<file path="src/rtl/pipe_hazard_sched.sv">
`default_nettype none
// ============================================================================
// Module      : pipe_hazard_sched
// Description : Hazard and control scheduler for a short in-order pipeline.
//               Tracks outstanding register writes with a small per-register
//               pending counter (a scoreboard), raises data and structural
//               stalls for the decode stage, squashes wrong-path work on a
//               taken branch, and sequences external interrupts by draining
//               all outstanding writes before acknowledging.
//
// Configuration macro:
//   PIPE_HAZARD_FWD_EN  defined   -> full forwarding assumed; only a
//                                    load-use pair stalls (1-cycle tracker)
//                       undefined -> any source with a pending write stalls
//                                    until that write retires
//
// Ports:
//   clk, rst                  clock, synchronous active-high reset
//   i_id_valid                decode stage holds a valid instruction
//   i_id_ra / i_id_rb         decode source register indices
//   i_id_use_a / i_id_use_b   the matching source is really read
//   i_id_wr_en / i_id_rd      decode instruction writes register i_id_rd
//   i_id_is_load              decode instruction is a memory load
//   i_ex_br_taken             execute resolved a taken branch / jump
//   i_wb_wr_en / i_wb_rd      register write retiring this cycle
//   i_int_req                 level-sensitive interrupt request
//   o_stall_if / o_stall_id   hold PC and the IF/ID register
//   o_flush_id / o_flush_ex   insert a bubble into ID/EX and EX/MEM
//   o_int_ack                 one-cycle interrupt acknowledge
//   o_sb_empty                no register write pending
//
// Revision    : 1.0  initial release
// ============================================================================
module pipe_hazard_sched (
  input  logic       clk,
  input  logic       rst,
  input  logic       i_id_valid,
  input  logic [1:0] i_id_ra,
  input  logic [1:0] i_id_rb,
  input  logic       i_id_use_a,
  input  logic       i_id_use_b,
  input  logic       i_id_wr_en,
  input  logic [1:0] i_id_rd,
  input  logic       i_id_is_load,
  input  logic       i_ex_br_taken,
  input  logic       i_wb_wr_en,
  input  logic [1:0] i_wb_rd,
  input  logic       i_int_req,
  output logic       o_stall_if,
  output logic       o_stall_id,
  output logic       o_flush_id,
  output logic       o_flush_ex,
  output logic       o_int_ack,
  output logic       o_sb_empty
);

  localparam int    c_NREG    = 4;
  localparam logic [1:0] c_CNT_MAX = 2'd3;

  typedef enum logic [1:0] {
    ST_RUN   = 2'd0,
    ST_FLUSH = 2'd1,
    ST_DRAIN = 2'd2,
    ST_ACK   = 2'd3
  } state_t;

  state_t     r_state;
  logic [1:0] r_cnt [c_NREG];

  logic [c_NREG-1:0] w_ret_hit;   // retire targets register g this cycle
  logic [c_NREG-1:0] w_iss_hit;   // issue targets register g this cycle
  logic [c_NREG-1:0] w_busy;      // reading register g now would be unsafe
  logic              w_hazard;
  logic              w_struct;
  logic              w_run_stall;
  logic              w_issue;

  // --------------------------------------------------------------------------
  // Per-register hazard condition
  // --------------------------------------------------------------------------
`ifdef PIPE_HAZARD_FWD_EN
  // Only a load result cannot be forwarded in time to the next instruction,
  // so remember the load issued last cycle (if any) and its destination.
  logic       r_ld_valid;
  logic [1:0] r_ld_rd;

  always_ff @(posedge clk) begin
    if (rst) begin
      r_ld_valid <= 1'b0;
      r_ld_rd    <= 2'd0;
    end else begin
      r_ld_valid <= w_issue & i_id_is_load;
      r_ld_rd    <= i_id_rd;
    end
  end

  for (genvar g = 0; g < c_NREG; g++) begin : g_busy_fwd
    assign w_busy[g] = r_ld_valid & (r_ld_rd == 2'(g));
  end
`else
  // Without forwarding the source is busy while any write to it is still
  // outstanding. A write retiring this very cycle is visible to the reader
  // (write-through register file), so a lone pending write that is retiring
  // now no longer blocks: the stall drops in the retire cycle itself.
  logic w_unused_is_load;
  assign w_unused_is_load = i_id_is_load;

  for (genvar g = 0; g < c_NREG; g++) begin : g_busy_cnt
    assign w_busy[g] = (r_cnt[g] > {1'b0, w_ret_hit[g]});
  end
`endif

  for (genvar g = 0; g < c_NREG; g++) begin : g_hit
    assign w_ret_hit[g] = i_wb_wr_en & (i_wb_rd == 2'(g));
    assign w_iss_hit[g] = w_issue    & (i_id_rd == 2'(g));
  end

  assign w_hazard = i_id_valid &
                    ((i_id_use_a & w_busy[i_id_ra]) |
                     (i_id_use_b & w_busy[i_id_rb]));

  // A destination already carrying the maximum number of outstanding writes
  // cannot accept another one.
  assign w_struct = i_id_valid & i_id_wr_en & (r_cnt[i_id_rd] == c_CNT_MAX);

  assign w_run_stall = w_hazard | w_struct;

  assign o_sb_empty = (r_cnt[0] == 2'd0) & (r_cnt[1] == 2'd0) &
                      (r_cnt[2] == 2'd0) & (r_cnt[3] == 2'd0);

  // --------------------------------------------------------------------------
  // Output decode (combinational, zero latency from decode inputs)
  // --------------------------------------------------------------------------
  always_comb begin
    o_stall_if = 1'b0;
    o_stall_id = 1'b0;
    o_flush_id = 1'b0;
    o_flush_ex = 1'b0;
    o_int_ack  = 1'b0;
    case (r_state)
      ST_RUN: begin
        o_stall_if = w_run_stall;
        o_stall_id = w_run_stall;
        o_flush_id = w_run_stall;   // held decode slot becomes a bubble in EX
      end
      ST_FLUSH: begin
        o_flush_id = 1'b1;
        o_flush_ex = 1'b1;
      end
      ST_DRAIN: begin
        o_stall_if = 1'b1;
        o_stall_id = 1'b1;
        o_flush_id = 1'b1;
        o_flush_ex = i_ex_br_taken; // late branch still squashes its shadow
      end
      ST_ACK: begin
        o_flush_id = 1'b1;
        o_int_ack  = 1'b1;
      end
      default: begin
        o_stall_if = 1'b0;
      end
    endcase
  end

  assign w_issue = i_id_valid & i_id_wr_en & ~o_stall_id & ~o_flush_ex;

  // --------------------------------------------------------------------------
  // Pending-write counters
  // --------------------------------------------------------------------------
  // Issue and retire to the same register cancel. Counters saturate in both
  // directions: a retire at zero is ignored, and the rare issue that bypasses
  // the structural stall (ACK cycle) cannot wrap a full counter.
  always_ff @(posedge clk) begin
    for (int i = 0; i < c_NREG; i++) begin
      if (rst) begin
        r_cnt[i] <= 2'd0;
      end else if (w_iss_hit[i] && !w_ret_hit[i]) begin
        if (r_cnt[i] != c_CNT_MAX) begin
          r_cnt[i] <= r_cnt[i] + 2'd1;
        end
      end else if (w_ret_hit[i] && !w_iss_hit[i]) begin
        if (r_cnt[i] != 2'd0) begin
          r_cnt[i] <= r_cnt[i] - 2'd1;
        end
      end
    end
  end

  // --------------------------------------------------------------------------
  // Control FSM
  // --------------------------------------------------------------------------
  // A taken branch wins over an interrupt; a still-asserted request is then
  // picked up once the FSM is back in RUN.
  always_ff @(posedge clk) begin
    if (rst) begin
      r_state <= ST_RUN;
    end else begin
      case (r_state)
        ST_RUN: begin
          if (i_ex_br_taken) begin
            r_state <= ST_FLUSH;
          end else if (i_int_req) begin
            r_state <= ST_DRAIN;
          end
        end
        ST_FLUSH: r_state <= ST_RUN;
        ST_DRAIN: begin
          if (o_sb_empty) begin
            r_state <= ST_ACK;
          end
        end
        ST_ACK:   r_state <= ST_RUN;
        default:  r_state <= ST_RUN;
      endcase
    end
  end

endmodule
`default_nettype wire

</file>
<file path="config.mk">
export PLATFORM = sky130hd
export DESIGN_NAME = pipe_hazard_sched
export DESIGN_NICKNAME = d
export VERILOG_FILES = /design/src/rtl/pipe_hazard_sched.sv
export SDC_FILE = /design/constraint.sdc
export NUM_CORES = 1
export LEC_CHECK = 0
export ABC_CLOCK_PERIOD_IN_PS = 6800
export CAP_MARGIN = 20
export CORE_MARGIN = 2
export CORE_UTILIZATION = 35
export DETAILED_ROUTE_END_ITERATION = 10
export DONT_BUFFER_PORTS = 1
export PLACE_DENSITY = 0.6
export SYNTH_ARGS = -nofsm -noshare
export SYNTH_HDL_FRONTEND = slang
export SYNTH_SLANG_ARGS = --single-unit
</file>
<file path="constraint.sdc">
create_clock -name clk -period 6.8 [get_ports clk]
set_input_delay 1.36 -clock clk [delete_from_list [all_inputs] [get_ports clk]]
set_output_delay 1.36 -clock clk [all_outputs]
set_load 0.005 [all_outputs]
</file>
# == Word level (Yosys, flattened, before mapping) ==
# Memory sizes are Yosys's and may differ from the RTL's.
# Cells that the tools add are included.
# classes
n_reduce_logical,30
eq_ne,16
add_sub_neg,8
n_mux,58
order_cmp,6
n_bitwise,30
# ops
cell,n
1-bit two-way mux,41
2-bit two-way mux,11
1-bit bitwise AND,18
"2-bit equality test, second input constant",7
2-bit zero test,7
"2-bit != test, second input constant",5
1-bit OR,10
"2-bit by 1-bit adder with 2-bit output, second input constant",4
2-bit by 1-bit greater-than comparator with 1-bit output,4
1-bit logical AND,8
1-bit zero test,8
2-bit nonzero test,4
"2-bit by 1-bit subtractor with 2-bit output, second input constant",4
"2-bit by 1-bit equality test with 1-bit output, second input constant",3
"2-bit by 3-bit < comparator with 1-bit output, second input constant",2
1-bit case mux with 2 select lines,3
2-bit case mux with 3 select lines,1
1-bit binary-select mux with 2-bit select,2
"3-bit != test, second input constant",1
3-bit OR reduction,1
1-bit NOT,2
2-bit AND reduction,1
2-bit OR reduction,1
# totals
in_bits,18
n_memories,1
ramBits,8
out_inout_bits,6
reg_bits,2
# mem_list
name,words,width,rd,rd_clocked_by_memory_dff,write_ports,line,rtl
r_cnt,4,2,5,0,4,68,logic [1:0] r_cnt [c_NREG];

# == Longest topological paths before layout ==
# logic_depth
ltp_word,21
ltp_mapped,9
mapped_depth_nobuf,9

# == Least setup slack after synthesis ==
# OpenSTA, ideal clock, no wires.
# synth_path
kind,input to output
startpoint,input i_wb_wr_en
endpoint,output o_stall_if
path_stages,8
n_path_buf,1
setup_slack_ns,2.405
t_arrival_ns,3.035
path_cell_list,and3_1 ha_1 o21ba_1 o221ai_2 a221oi_2 a31oi_4 or2_2 buf_4
# synth_via
elab_chain_len,9
elab_cells_between_ends,18
classes_between,order compare: 4; mux: 5; bitwise: 9
# synth_rtl
item,line,rtl
"start, declared",46,"input logic i_wb_wr_en,"
1-bit bitwise AND,114,assign w_ret_hit[g] = i_wb_wr_en & (i_wb_rd == 2'(g));
2-bit by 1-bit greater-than comparator with 1-bit output,109,"assign w_busy[g] = (r_cnt[g] > {1'b0, w_ret_hit[g]});"
1-bit binary-select mux with 2-bit select (on tied branches),"119, 120",
1-bit two-way mux (on tied branches),"119, 120",
1-bit bitwise AND (on tied branches),"119, 120",
1-bit OR (*),119,((i_id_use_a & w_busy[i_id_ra]) |
1-bit bitwise AND (*),118,assign w_hazard = i_id_valid &
1-bit OR (*),126,assign w_run_stall = w_hazard | w_struct;
1-bit case mux with 2 select lines (*),n/a,
"end, declared",49,"output logic o_stall_if,"
# Every way passes the cells marked *; elsewhere a longest branch is shown, timed or not. The select of a mux whose other input is x is not followed.

# == Worst setup path in the final report ==
# layout_path
startpoint,input i_wb_rd[1]
endpoint,output o_stall_id
# layout_via
elab_chain_len,10
elab_cells_between_ends,22
classes_between,order compare: 4; eq/ne: 3; mux: 5; bitwise: 9; reduce/logical: 1
# layout_rtl
item,line,rtl
"start, declared",47,"input logic [1:0] i_wb_rd,"
2-bit by 1-bit equality test with 1-bit output (tied with other cells),114,
1-bit bitwise AND,114,
2-bit by 1-bit greater-than comparator with 1-bit output,109,
1-bit binary-select mux with 2-bit select (on tied branches),"119, 120",
1-bit two-way mux (on tied branches),"119, 120",
1-bit bitwise AND (on tied branches),"119, 120",
1-bit OR (*),119,
1-bit bitwise AND (*),118,
1-bit OR (*),126,
1-bit case mux with 2 select lines (*),140,case (r_state)
"end, declared",50,"output logic o_stall_id,"
# Marks and branches as above.

==> flow_summary.yaml <==
synth:
  syn_area_um2: 1220
  yosys_warnings: 0
  synthesis.instances: 143
  post_synth_cell_types: 46
  ys_seq_area_share_pct: 23.0
  syn_nets: 176
  flip_flop_cell_with_the_highest_count_after_synthesis: "edfxtp_1"
  synth-edff-count: 8
  synth_seq_cells: 10
  synthesis.area_per_instance_um2: 8.50
  async_flop_share_pct: 0
clock_tree:
  path_clk_slew_ns: 0.06
  tritoncts_clock_tree: "yes"
  clock_sinks: 10
  clkLatencyLatePin_ns: 0.29
  clk_tree_root_cell: "clkbuf_4"
  total_cts_buffers: 3
  number_of_h_tree_levels: 1
  post_cts.resized_instances: 0
  cts.repair_timing.setup_buffer_count: 0
  number_of_buffers_on_the_longest_clock_path: 2
  holdBufCountCts: 0
routing:
  via_per_inst: 5.59
  ant_nets: 0
  dr_total_vias: 1063
  detail_route.iter0.violations: 26
  post_drt_wl_per_cell_um: 13.9
  postRouteWirelength_um: 2640
  drc: 0
  first_pass_detailed_route_iteration_total: 4
sta:
  hold-worst-slack_ns: 0.535
  timing.clock.skew_ns: 0.0143
  timing.fmax_mhz: 218
  least_margin_pin_slew_ns: 0.501
  timing.final.hold_violations: 0
  final.setup.tns_ns: 0
  drv_slew: 0
  relSlewSlack_pct: 66.5
  final_min_period_over_clock_period_pct: 67.4
  finalCriticalPeriod_ns: 4.58
  postLayoutSetupSlackWorst_ns: 2.22
  rsz_0062_raised_after_global_routing: "no"
  setup_viol_count_final: 0
global_route:
  grt_antenna_before_repair: 0
  grt_util_all_layers_pct: 14.7
  global_route.overflow_total: 0
  first_global_vias: 1042
  grt_start_max_net_pins: 18
  grt_first_pass_wirelength_um: 4630
worst_setup_path:
  worstPathMaxFanout: 10
  slowest_stage: "nor3b_1"
  worst_path_required_ns: 5.44
  r2r_end: "r_cnt[1][1]"
  cpLargestDelayFamily: "compound AO/OA/AOI/OAI gates"
  crit_type: "in2out"
  worstSetupStartpointType: "input pin"
  r2r_cells: 8
  critPathArrivalTime_ns: 3.22
  reg2reg_slack_ns: 4.16
  r2r-start: "r_cnt[3][0]"
  cp_slowest_stage_delay_ns: 0.43
  path_buf_inv: 0
  crit_chain: "nor3b_1 > ha_1 > o21ai_0 > a31oi_1 > a31oi_4 > or2_2"
  kind_of_end_point_of_the_critical_path: "primary output"
place:
  dp_worst_setup_slack_ns: 2.25
  gp_congestion: 0.744
  detailed_place_hpwl_um: 2110
  post_place_cells: 186
  place.port_buffers: 0
finish:
  area_growth_pct: 5.66
  post_route_cells_drive_above_1_share_pct: 11.1
  num_antenna_cells: 0
  fin_cells: 190
  mostFrequentLayoutCell: "nor2_1"
  nNetsFinal: 178
  mostFrequentLayoutCells: "nor2_1 (16), ha_1 (15), inv_1 (14), nand2_1 (10)"
power_and_ir_drop:
  max-vdd-ir-drop_v: 0.0000419
  finalPower_uw: 262
  power.density_cell_area_nw_per_um2: 204
  power.static_leakage_uw: 0.000533
min_path:
  timing.hold.worst.class: "reg2reg"
  hold_path.startpoint: "r_state[0]"
  min_to: "r_state[0]"
  worst_hold_path.num_cells: 2
floorplanning:
  initial_core_utilization_pct: 36.4
  core_area_um2: 3340
  ioPinCount: 24
  core.rowCount: 21
  floorplan.die_area_um2: 3960
  die_h_um: 62.9
  die_w_um: 62.9
run:
  max-cap-violations: 0
outcome:
  outcome: "complete, no violations"
==> kinds of logic after synthesis <==
group                      after synthesis  synth area share [%]
and+or+nand+nor                         62                  27.6
muxes                                    8                  6.89
adders and majority gates               15                  15.4
buffers and inverters                   17                  5.56
xor gates and xnor gates                 1                 0.720
AOI/OAI and AO/OA                       30                  20.8
DFF                                     10                  23.0
==> worst max-delay path by stage <==
stage	slack (ns)	endpoint	depth (start not counted)	start
floorplan	2.41	o_stall_if	8	i_wb_wr_en
global placement	2.27	o_stall_if	6	i_wb_rd[1]
detailed placement	2.25	o_stall_if	6	i_wb_rd[1]
CTS	2.25	o_stall_if	6	i_wb_rd[1]
global route	2.10	o_stall_if	6	i_wb_rd[1]
finish	2.22	o_stall_id	6	i_wb_rd[1]
==> sequential cells by signal (all words and copies together) (netlist names) <==
signal,flops
r_cnt,8
r_state,2
==> where the power goes <==
group          total [uW]  switching [uW]  internal [uW]  leakage, uW
clock                47.0            24.2           22.8    0.0000150
combinational         128            74.8           53.1     0.000418
sequential           87.2            9.80           77.4     0.000100
==> layer usage <==
metal	wire length, um	vias up	global-route usage (%)
met5	0	-	0
met4	63	0	6.67
met3	179	7	4.32
met2	1150	34	23.1
met1	1240	493	18.3
li1	-	529	-
==> synth_stat cells, drive strengths merged (2+ instances only) <==
cell type	number	area, um2
a211oi	2	20.0
a21oi	6	30.0
a31oi	2	27.5
clkbuf	2	7.51
dfxtp	2	40.0
edfxtp	8	240
ha	15	188
inv	14	52.6
mux2	3	33.8
mux2i	5	50.1
nand2	10	37.5
nand2b	3	18.8
nand3	8	40.0
nand3b	3	22.5
nor2	16	60.1
nor2b	2	12.5
nor3	5	25.0
nor3b	4	40.0
nor4	2	12.5
o211a	2	20.0
o21ai	4	20.0
o21bai	2	15.0
or2	2	12.5
or3	2	12.5
==> tightest hold or removal path, delay by kind of cell (launching register included) <==
family             cells  cell delay (ns)
DFF                    1             0.34
and+or+nand+nor        1             0.11
AOI/OAI and AO/OA      1             0.05
==> stage by stage <==
step           cell area (um2)  utilization [%]
6_report                  1280             38.5
3_5_place_dp              1260             37.7
5_1_grt                   1280             38.5
3_3_place_gp              1260             37.7
4_1_cts                   1280             38.5
2_1_floorplan             1220                -
==> cell type report <==
cell class | instances | area, um2
clock buffers | 4 | 26.3
fillers | 356 | 2050
inverters | 14 | 52.6
multi-input cells | 116 | 868
flip-flops and latches | 10 | 280
well taps | 46 | 57.6
Power figures use the tool's default switching activity.
==> patch 1: new RTL, same flow settings <==
The option `PIPE_HAZARD_FWD_EN` is turned on by a define.
--- a/src/rtl/pipe_hazard_sched.sv
+++ b/src/rtl/pipe_hazard_sched.sv
@@ -33,2 +33,4 @@
 // ============================================================================
+`define PIPE_HAZARD_FWD_EN
+
 module pipe_hazard_sched (
Formal check against the unedited RTL: not equivalent (Yosys sat finds a counterexample within 4 cycles, from zero or initial values and one cycle with rst high).
==> patch 1 against the original RTL <==
- clock skew down 10 ps
- wire length down 13%
- area after synthesis down 11%
- sequential cell count is 3 higher
- cell area down 13%
- worst setup slack improved by 900 ps
- critical endpoint unchanged
- largest cell class unchanged
Power is not compared: it rests on default switching activity, and its combinational part moved more than twofold at a synthesized area within 25%.
==> patch 1: results (changes against the original RTL) <==
| Metric | Value |
|---|---|
| Non-filler instance count after layout | `156 (-18%)` |
| Highest metal used | `met4` |
| Multiplexer share of the synthesized area | `3.82% (-3.1 points)` |
| Met1 Use GR | `17.8% (-0.58 points)` |
| CP max FO | `4 (-6)` |
| Reg2reg path depth | `8 (unchanged)` |
| Nets | `153 (-14%)` |
| Crit path max-delay family | `simple AND/OR/NAND/NOR gates` |
| Wire length on met1 | `1030 um (-17%)` |
| Post-synth cell types | `41 (-11%)` |
| Vias in the first global route | `853 (-18%)` |
| GR Layer Usage met3 | `3.93% (-0.39 points)` |
| Drt initial violations | `48 (+85%)` |
| Global-route wire length before repair | `3600 um (-22%)` |
| Worst Hold Launch | `r_state[1]` |
| Clk Latency, worst-skew pair | `280 ps` |
| Filler Cell Count | `300 (-16%)` |
| Share of the yosys chip area belonging to registers | `31.5% (+8.5 points)` |
| Drt pass-1 iters | `6 (+2)` |
| Final Skew | `3.87 ps (-10.5 ps)` |
| Met2 wire len | `975 um (-15%)` |
| Synth Area in Adders | `12.7% (-2.7 points)` |
| Regs by FF count | `r_cnt (8), r_ld_rd (2), r_state (2)` |
| Synth Area in Compound Gates | `18.7% (-2.1 points)` |
| Final WL | `2300 um (-13%)` |
| Worst-Margin Slew | `489 ps (-12.4 ps)` |
| Largest net degree at the start of global routing | `15 (-3)` |
| Post-DP HPWL | `1810 um (-14%)` |
| Layout cell share with drive strength beyond 1 | `6.50% (-4.6 points)` |
| Worst hold path endpoint | `r_state[1]` |
| Synth Instances | `124 (-13%)` |
| Top post-synthesis cells by area | `edfxtp_1 (22%), ha_1 (13%), dfxtp_1 (9.3%)` |
| Primary FF master, synth | `edfxtp_1` |
| R2r endpoint | `r_cnt[2][0]` |
| Hold slack | `579 ps (+43.9 ps)` |
| RD Place Congestion | `0.764 (+2.6%)` |
| Met2 Resource Use GR | `20.6% (-2.6 points)` |
| Setup ws final | `3120 ps (+899 ps)` |
| Run status | `complete, no violations` |
| Slowest stage delay, CP | `370 ps (-60 ps)` |
| Via/cell ratio | `6.05 (+8.2%)` |
| Reg2Reg Launch Point | `r_state[0]` |
| Global Route Usage Sum | `13.4% (-1.3 points)` |
| Reg2Reg Setup Slack | `4460 ps (+300 ps)` |
| CP arrival | `2320 ps (-900 ps)` |
| Biggest register | `r_cnt` |
| Register clock-pin slew on the reported worst setup and hold paths | `80 ps (+20 ps)` |
| Hold Crit Depth | `2 (unchanged)` |
| Synth Area in XOR/XNOR | `2.43% (+1.7 points)` |
| Cell Area, Placed | `1100 sq um (-13%)` |
| CP max-delay cell | `nor4_4` |
| Crit. Startpoint | `i_id_rb[0]` |
[patch 1: changes by cell type in the layout (fill, tap and decap cells not counted), sizes merged, moves of 3 or more]
cell	before	now
xor2	0	3
nand3	8	5
nor2	16	8
ha	15	11
a21oi	6	9
nor4	2	5
nor3b	4	1
dfxtp	2	5
[patch 1: power groups by stage]
stage / logic [mW] / clock network (mW) / registers [mW]
detailed placement: 0.0579 / 0 / 0.0990
global placement: 0.0565 / 0 / 0.0989
global route: 0.0660 / 0.0544 / 0.0982
CTS: 0.0581 / 0.0503 / 0.0972
floorplan: 0.0507 / 0 / 0.0973
finish: 0.0578 / 0.0495 / 0.0973
[patch 1: layout make-up]
cell class | instances | area (sq um) | share of cell area, %
Clock buffer | 4 | 26.3 | 2.34
Inverter | 13 | 48.8 | 4.35
Multi-Input combinational cell | 93 | 666 | 59.3
Sequential cell | 13 | 340 | 30.3
Tap cell | 33 | 41.3 | 3.68
==> patch 2: new RTL, same settings <==
Made on the original files. Re-encode `state_t` (4 states) as Gray code, 2 bits wide.
--- a/src/rtl/pipe_hazard_sched.sv
+++ b/src/rtl/pipe_hazard_sched.sv
@@ -60,6 +60,6 @@
   typedef enum logic [1:0] {
-    ST_RUN   = 2'd0,
-    ST_FLUSH = 2'd1,
-    ST_DRAIN = 2'd2,
-    ST_ACK   = 2'd3
+    ST_RUN   = 2'b00,
+    ST_FLUSH = 2'b01,
+    ST_DRAIN = 2'b11,
+    ST_ACK   = 2'b10
   } state_t;
Formal check against the unedited RTL: same outputs for any inputs over 4 cycles, from zero or initial values and one cycle with rst high; so few cycles prove little.
==> patch 2 against the original RTL <==
- cell area decreased by 4.7%
- wire length decreased by 0.68%
- clock power is 7.4% lower
- maximum frequency grew 4.8%
- sequential cell count stayed put
- global-route usage grew 0.76 points
- sequential power fell by 6.7%
- power fell by 20%
- first-iteration DRC count increased by 38%
- core utilization is 0.97 points higher
- sequential share of layout area is 1.1 points higher
- area after synthesis is 4.7% lower
- worst setup slack improved by 210 ps
- synthesized cell count fell by 0.70%
- critical path type unchanged
==> patch 2: results (changes against the original RTL) <==
| Metric | Value |
|---|---|
| Global-route wire length before repair | `4260 um (-8.0%)` |
| R2r endpoint | `r_cnt[2][1]` |
| GR Layer Usage met3 | `4.62% (+0.30 points)` |
| Switching share of power | `38.2% (-3.3 points)` |
| CP max FO | `7 (-3)` |
| RD Place Congestion | `0.747 (+0.46%)` |
| Setup ws final | `2430 ps (+208 ps)` |
| Filler Cell Count | `339 (-4.8%)` |
| Nets | `177 (-0.56%)` |
| Post-synth cell types | `39 (-15%)` |
| Pint | `129 uW (-16%)` |
| PortBufs | `0 (unchanged)` |
| Run status | `complete, no violations` |
| Highest metal used | `met4` |
| Hold Crit Depth | `2 (unchanged)` |
| Clock network power share | `20.7% (+2.8 points)` |
| Met2 Resource Use GR | `30.4% (+7.2 points)` |
| Final WL | `2620 um (-0.68%)` |
| Leak Pwr | `0.529 nW (-0.74%)` |
| Wire length on met1 | `1110 um (-10%)` |
| Combinational power | `84.6 uW (-34%)` |
| Commonest cells post-synth | `nor2_1 (18), ha_1 (15), inv_1 (14), nand2_1 (14), edfxtp_1 (8)` |
| Drt pass-1 iters | `4 (unchanged)` |
| Max IR drop VDD | `0.0933 mV (+120%)` |
| Global Route Usage Sum | `15.4% (+0.76 points)` |
| Met3 wire len | `138 um (-23%)` |
| Drt initial violations | `36 (+38%)` |
| Num CTS Buffers | `3 (unchanged)` |
| CP arrival | `3010 ps (-210 ps)` |
| Clk Latency, worst-skew pair | `270 ps (-20 ps)` |
| Reg2reg path depth | `8 (unchanged)` |
| Vias in the first global route | `1022 (-1.9%)` |
| Share of the yosys chip area belonging to registers | `24.2% (+1.1 points)` |
| Layout cell share with drive strength beyond 1 | `4.90% (-6.2 points)` |
| Reg2Reg Setup Slack | `4170 ps (about the same)` |
| Met1 Use GR | `15.3% (-3.1 points)` |
| Top post-synthesis cells by area | `edfxtp_1 (21%), ha_1 (16%), nor2_1 (5.8%)` |
| Reg2Reg Launch Point | `r_cnt[2][0]` |
| Worst-Margin Slew | `678 ps (+177 ps)` |
| Worst Setup EP | `o_stall_id` |
| Final Skew | `6.15 ps (-8.18 ps)` |
| Via/cell ratio | `5.49 (-1.8%)` |
| Met2 wire len | `1330 um (+16%)` |
| Number of enable flip-flop cells after synthesis | `8 (unchanged)` |
| Crit. Startpoint | `i_wb_rd[1]` |
| Post-DP HPWL | `2150 um (+1.8%)` |
[patch 2: cell count changes after synthesis, sizes merged, moves of 4 or more]
cell   unedited run  this run
nand2            10        14
and3b             0         5
nand4             0         4
nor3              5         0
[patch 2: worst min-delay path by stage]
stage / startpoint / end / slack, ps
2_1_floorplan: r_state[1] / r_state[1] / 540
3_3_place_gp: r_state[1] / r_state[1] / 570
3_5_place_dp: r_state[1] / r_state[1] / 600
4_1_cts: r_state[1] / r_state[1] / 610
5_1_grt: r_state[0] / r_state[0] / 640
6_report: r_state[0] / r_state[0] / 600
[patch 2: area by class of cell]
class	count	area (sq um)	share of cell area, %
inverter	14	52.6	4.29
tap	44	55.1	4.49
sequential	10	280	22.9
clock buffer	3	22.5	1.84
clock inverter	1	3.75	0.306
multi-input combinational	115	811	66.2
[patch 2: worst max-delay path, cell delays in order]
cell and delay [ps]:
nand2_1 30, or2_2 330, inv_1 90, ha_1 230
nor2_1 120, o21ai_0 90, a31oi_1 280, or3_1 180
a31oi_1 90, nor2_1 200
[patch 2: logic make-up (layout without fill, tap and decap cells)]
kind of cell / Yosys count / in the layout / synth area share [%]
buffers and inverters: 17 / 18 / 5.83
muxes: 4 / 4 / 4.54
and+or+nand+nor: 67 / 67 / 31.4
AOI/OAI and AO/OA: 29 / 29 / 17.8
DFF: 10 / 10 / 24.2
adders and majority gates: 15 / 15 / 16.2
[patch 2: metrics by stage]
stage | utilization (%) | std cells | hold WS (ps) | area [sq um]
after floorplan | - | 142 | 536 | 1160
after global placement | 38.6 | 183 | 567 | 1200
after detailed placement | 38.6 | 183 | 604 | 1200
after CTS | 39.5 | 187 | 613 | 1220
after global routing | 39.5 | 187 | 637 | 1220
final | 39.5 | 187 | 600 | 1220
